File: config.mk
export PLATFORM = sky130hd
export DESIGN_NAME = l2_arbiter
export DESIGN_NICKNAME = d
export VERILOG_FILES = /design/src/rtl/l2_arbiter.sv
export SDC_FILE = /design/constraint.sdc
export NUM_CORES = 1
export LEC_CHECK = 0
export CORE_AREA = 3 3 285 287
export CTS_CLUSTER_SIZE = 30
export DETAILED_ROUTE_END_ITERATION = 8
export DIE_AREA = 0 0 288 290
export PLACE_DENSITY = 0.45
export SETUP_SLACK_MARGIN = 0.05
export SLEW_MARGIN = 40
export SYNTH_ARGS = -nofsm -noshare
export SYNTH_HDL_FRONTEND = slang
export SYNTH_SLANG_ARGS = --single-unit
File: constraint.sdc
create_clock -name clk -period 1.5 [get_ports clk]
set_input_delay 0.225 -clock clk [delete_from_list [all_inputs] [get_ports clk]]
set_output_delay 0.225 -clock clk [all_outputs]
set_load 0.005 [all_outputs]
File: src/rtl/l2_arbiter.sv
// Purpose: shares the single L2 block port between the I-L1 and D-L1 miss paths.
// Latency: the L2 request appears 1 cycle after grant; the ready pulse appears 1 cycle after l2_ready is seen.
// Backpressure: each requester holds its request until its ready pulse; l2_ready low stalls both sides indefinitely.
module l2_arbiter #(
    parameter int ADDR_W = 28,
    parameter int DATA_W = 128,
    parameter int RR_EN  = 1
) (
    input  logic              clk,
    input  logic              reset,
    input  logic              i_read,
    input  logic [ADDR_W-1:0] i_addr,
    output logic [DATA_W-1:0] i_rdata,
    output logic              i_ready,
    input  logic              d_read,
    input  logic              d_write,
    input  logic [ADDR_W-1:0] d_addr,
    input  logic [DATA_W-1:0] d_wdata,
    output logic [DATA_W-1:0] d_rdata,
    output logic              d_ready,
    output logic              l2_read,
    output logic              l2_write,
    output logic [ADDR_W-1:0] l2_addr,
    output logic [DATA_W-1:0] l2_wdata,
    input  logic [DATA_W-1:0] l2_rdata,
    input  logic              l2_ready
);

    localparam logic [1:0] S_IDLE  = 2'd0;
    localparam logic [1:0] S_BUSY  = 2'd1;
    localparam logic [1:0] S_DRAIN = 2'd2;

    // Grant encoding for gnt / last_grant.
    localparam logic GNT_I = 1'b0;
    localparam logic GNT_D = 1'b1;

    logic [1:0] state;
    logic       gnt;
    logic       last_grant;
    logic       i_req;
    logic       d_req;
    logic       pick_d;

    // Request decode and grant choice; D wins ties unless round-robin says it is I's turn.
    always_comb begin
        i_req  = i_read;
        d_req  = d_read | d_write;
        pick_d = 1'b0;
        if (d_req) begin
            if (!i_req) begin
                pick_d = 1'b1;
            end else if (RR_EN != 0) begin
                pick_d = (last_grant == GNT_I);
            end else begin
                pick_d = 1'b1;
            end
        end
    end

    // Arbitration FSM: grant and latch in IDLE, hold until l2_ready in BUSY,
    // then wait out any stretched l2_ready in DRAIN so it cannot complete the next request.
    always_ff @(posedge clk) begin
        if (!reset) begin
            state      <= S_IDLE;
            gnt        <= GNT_I;
            last_grant <= GNT_I;
            l2_read    <= 1'b0;
            l2_write   <= 1'b0;
            l2_addr    <= '0;
            l2_wdata   <= '0;
            i_ready    <= 1'b0;
            d_ready    <= 1'b0;
            i_rdata    <= '0;
            d_rdata    <= '0;
        end else begin
            case (state)
                S_IDLE: begin
                    i_ready <= 1'b0;
                    d_ready <= 1'b0;
                    if (i_req || d_req) begin
                        if (pick_d) begin
                            // Write-back takes precedence when read and write are both raised.
                            l2_write   <= d_write;
                            l2_read    <= ~d_write;
                            l2_addr    <= d_addr;
                            l2_wdata   <= d_wdata;
                            gnt        <= GNT_D;
                            last_grant <= GNT_D;
                        end else begin
                            l2_write   <= 1'b0;
                            l2_read    <= 1'b1;
                            l2_addr    <= i_addr;
                            l2_wdata   <= '0;
                            gnt        <= GNT_I;
                            last_grant <= GNT_I;
                        end
                        state <= S_BUSY;
                    end
                end
                S_BUSY: begin
                    if (l2_ready) begin
                        if (gnt == GNT_D) begin
                            d_rdata <= l2_rdata;
                            d_ready <= 1'b1;
                        end else begin
                            i_rdata <= l2_rdata;
                            i_ready <= 1'b1;
                        end
                        l2_read  <= 1'b0;
                        l2_write <= 1'b0;
                        state    <= S_DRAIN;
                    end
                end
                S_DRAIN: begin
                    i_ready <= 1'b0;
                    d_ready <= 1'b0;
                    if (!l2_ready) begin
                        state <= S_IDLE;
                    end
                end
                default: begin
                    state    <= S_IDLE;
                    l2_read  <= 1'b0;
                    l2_write <= 1'b0;
                    i_ready  <= 1'b0;
                    d_ready  <= 1'b0;
                end
            endcase
        end
    end

endmodule

Word-level counts from Yosys, hierarchy flattened. Index checks and enable logic that the tools add are counted.

Register bits: 419.

Equality and inequality tests: 5. Mux-type cells: 16. Bitwise operators: 4. Reduce and logical (&&, ||, !) cells: 10.

Operators with widths (count): 2-to-1 mux 128 bit (1); 2-to-1 mux 28 bit (1); AND reduction 3 bit (4); 2-to-1 mux 1 bit (8); AND reduction 2 bit (4); 2-to-1 mux 2 bit (3); inequality test 2 bit (second input constant) (3); one-hot mux 1 bit (3 select lines) (2); one-hot mux 2 bit (3 select lines) (1); inverter 1 bit (3); == test 2 x 1 -> 1 bit (second input constant) (1); == test 2 bit (second input constant) (1); logical NOT 2 bit (1); logical OR 1 bit (1); OR 1 bit (1).

Longest topological paths before layout.
Word-level depth: 6. Gate-level depth with buffers: 7. Depth with buffers taken out: 3.

Worst setup path after synthesis. Ideal clock, no wire load.

Path type: reg2reg. From: register state[1]. To: register l2_addr[18]. Library setup time: 0.141 ns. Arrival time: 1.300 ns. Path slack: 0.059 ns. Stages on the path, launching flop included: 8. Buffers on the path: 4. Clock period less this slack: 1.441 ns. Cells stage by stage: dfxtp_1 > or2_1 > buf_2 > buf_2 > nor2_1 > buf_4 > buf_6 > a311oi_2.

Cells in the longest elaborated chain, start to end: 2.

RTL lines: from (decl) (RTL line 37) `logic [1:0] state;`; from (signal assigned) (RTL line 64) `state <= S_IDLE;`; from (signal assigned) (RTL line 97) `state <= S_BUSY;`; from (signal assigned) (RTL line 111) `state <= S_DRAIN;`; logical NOT 2 bit (RTL line 76) `case (state)`; AND reduction 2 bit (no source line); to (signal assigned) (RTL line 85) `l2_addr <= d_addr;`; to (signal assigned) (RTL line 92) `l2_addr <= i_addr;`; to (decl) (RTL line 23) `output logic [ADDR_W-1:0] l2_addr,`.

No other way between the ends. A chain may end at the register's enable or synchronous reset.

Worst setup path after layout.
From: register state[0]. To: register l2_wdata[92].

Cells in the longest elaborated chain, start to end: 2.

RTL lines: logical NOT 2 bit (RTL line 76); AND reduction 2 bit (no source line); to (signal assigned) (RTL line 86) `l2_wdata <= d_wdata;`; to (decl) (RTL line 24) `output logic [DATA_W-1:0] l2_wdata,`.

No other way between the ends.

==> flow_summary.json <==
{
  "antenna_found_initial": 6,
  "period_needed_ns": 1.60,
  "overflow": 0,
  "synth_area_leaders": "dfxtp_1, nand2_1, a21oi_1",
  "slew_headroom_pct": 78.7,
  "placementRows": 103,
  "path_clk_slew_ns": 0.06,
  "fin_setup_tns_ns": -2.68,
  "synth_top_area_share_pct": 55.3,
  "hold_violations": 0,
  "comb_power_share_pct": 20.9,
  "die_h_um": 290,
  "track_usage_pct": 16.6,
  "power.leakage_nw": 10.9,
  "max-vdd-ir-drop_mv": 0.831,
  "drtPass1Iterations": 5,
  "synth-seq-area-share_pct": 55.3,
  "io_buffers": 733,
  "cts.sinks": 419,
  "grt_pass1_vias": 16800,
  "drtIter0Drc": 754,
  "maxCapViolations": 0,
  "period_share_pct": 107,
  "synth_ff_type": "dfxtp_1",
  "worst_slack_ns": -0.103,
  "crit_fanout": 7,
  "mappedNetlistArea_um2": 15200,
  "gp_congestion": 0.832,
  "dr_total_vias": 16800,
  "p_int_mw": 22.2,
  "cts_max_level": 2,
  "grt_max_degree": 65,
  "violations": "setup timing",
  "remaining_drc_errors": 0,
  "clkPwrFrac_pct": 39.4,
  "cts_buffers": 50,
  "fp.dieArea_um2": 83500,
  "clock_latency_ns": 0.59,
  "r2r_cells": 10,
  "synth-seq-cells": 419,
  "core_area_um2": 78900,
  "clock.fmax_ghz": 0.624,
  "end_kind": "flop",
  "worst_ep_required_time_ns": 2.02,
  "drive_gt1_share_pct": 23.2,
  "rsz0062_at_grt": "yes",
  "ys_warn_count": 0,
  "arrival_ns": 2.12,
  "grt_pass1_wl_mm": 107,
  "ctsRootBufferMaster": "clkbuf_16",
  "total_power_mw": 30.7,
  "synthArstFlopShare_pct": 0,
  "avgSynthCellArea_um2": 8.01,
  "via_per_inst": 4.45,
  "fin_skew_ns": 0.0167,
  "final_max_slew_viol_count": 0,
  "yosysTopAreaCell": "dfxtp_1",
  "dp_hpwl_mm": 52.9,
  "p_per_area_nw_per_um2": 1080,
  "finalSetupViolCount": 117,
  "cts_tree": "yes",
  "area_growth_pct": 86.8,
  "place_ws_ns": -0.436,
  "layout.nets": 3004,
  "drt_wl_total_mm": 78.4,
  "netlist_instances": 1892,
  "switching_share_pct": 27.6,
  "hold_class": "in2reg",
  "critPathLaunchType": "flop",
  "io_pins": 734,
  "synth_enable_flop_cells": 0,
  "p_sw_mw": 8.48,
  "synth_nets": 2210,
  "start_util_pct": 19.2,
  "fp.dieW_um": 288,
  "worstSetupPathType": "reg2reg",
  "routedWlPerCell_um": 20.7,
  "clk_path_buf_depth": 3,
  "tightest_slew_ns": 0.319,
  "hold_depth": 3,
  "synth_cell_type_count": 34,
  "status": "complete, but fails checks",
  "p_seq_share_pct": 39.7,
  "antenna_left": 0
}
==> worst paths after layout <==
path	from	slack, ns	end
setup / recovery	state[0]	-0.10	l2_wdata[92]
hold / removal	d_wdata[31]	0.19	l2_wdata[31]
setup reg to reg	state[0]	-0.10	l2_wdata[92]
hold reg to reg	d_rdata[105]	0.45	d_rdata[105]
==> final cells by class <==
| class | count | area, µm² |
|---|---|---|
| Clock inverter | 14 | 143 |
| Fill cell | 8168 | 50500 |
| Sequential cell | 419 | 8490 |
| Timing Repair Buffer | 914 | 9830 |
| Inverter | 2 | 15.0 |
| Antenna cell | 7 | 17.5 |
| Multi-Input combinational cell | 1299 | 7060 |
| Clock buffer | 76 | 1460 |
| Tap cell | 1050 | 1310 |
==> power groups by stage <==
stage               logic (mW)  registers (mW)  clock network (mW)
CTS                       5.83            12.2                12.5
global placement          5.24            12.4                   0
finish                    6.41            12.2                12.1
floorplan                 1.78            12.4                   0
detailed placement        5.27            12.4                   0
global route              6.84            12.2                12.9
==> cell usage after synthesis (2+ instances only) <==
master    number
buf_2         70
o21ai_1       80
nand3_1      128
dfxtp_1      419
buf_1         15
a21oi_1      417
a311oi_2       9
nor2_1         3
nand2_1      571
a311oi_1      19
clkbuf_1      87
or2_1          2
o211ai_1       2
o21ai_0       50
==> cell usage in the layout (no fill, tap or decap), types with 8 or more instances in the layout <==
cell / count
clkdlybuf4s15_1: 140
dfxtp_1: 362
nand3_2: 49
a21oi_2: 93
dfxtp_2: 45
clkdlybuf4s15_2: 72
clkbuf_16: 65
clkdlybuf4s50_1: 317
buf_12: 57
clkbuf_8: 11
a311oi_1: 19
nand3_1: 57
buf_16: 16
o21ai_1: 92
a21oi_1: 324
buf_4: 67
buf_2: 35
o21ai_2: 11
nand2_1: 561
clkinv_2: 8
buf_6: 22
clkbuf_1: 15
dlygate4sd2_1: 166
o21ai_0: 26
nand3_4: 22
a311oi_2: 9
dfxtp_4: 12
==> state kept, by name, summed over array words and instances, names as in the netlist <==
| signal | cells |
|---|---|
| d_rdata | 128 |
| d_ready | 1 |
| i_rdata | 128 |
| i_ready | 1 |
| l2_addr | 28 |
| l2_read | 1 |
| l2_wdata | 128 |
| l2_write | 1 |
| last_grant | 1 |
| state | 2 |
==> metal layers <==
layer / vias to the layer above / share of wire (%) / track usage [%]
met5: - / 0.018 / 0
met4: 2 / 3.8 / 6.81
met3: 158 / 8.7 / 5.91
met1: 8017 / 37 / 18.4
li1: 8011 / - / -
met2: 631 / 50 / 28.8
==> cell families after synthesis <==
kind of cell	after synthesis	share of synthesized area, %
XOR/XNOR	1	0.0578
flip-flops	419	55.3
buffers and inverters	176	5.01
AND/OR/NAND/NOR	714	19.1
AO/OA/AOI/OAI	582	20.5
==> what timing repair did <==
| item | 4_1_cts | 5_1_grt |
|---|---|---|
| hold buffers | 0 | 0 |
| pin swaps | 105 | 80 |
| setup endpoints to repair | 812 | 496 |
| buffers inserted | 21 | 15 |
| gates resized for setup | 952 | 233 |
| cloned | 12 | 21 |
==> critical path, stage by stage, from the launching register on <==
cell and delay, ns:
dfxtp_2 0.33, buf_6 0.13, a211oi_4 0.15, buf_6 0.13, buf_12 0.12, buf_12 0.11
buf_12 0.10, buf_12 0.11, buf_16 0.13, nand3_1 0.08, a21oi_1 0.13
==> metrics by stage <==
step	util [%]	std cells	hold slack [ns]	area, µm²
2_1_floorplan	-	1892	0.343	15200
3_3_place_gp	31.3	3624	0.441	24700
3_5_place_dp	31.3	3624	0.446	24700
4_1_cts	34.2	3746	0.140	27000
5_1_grt	35.9	3779	0.170	28300
6_report	35.9	3781	0.193	28300
No activity file was read; power rests on OpenSTA's default activity.
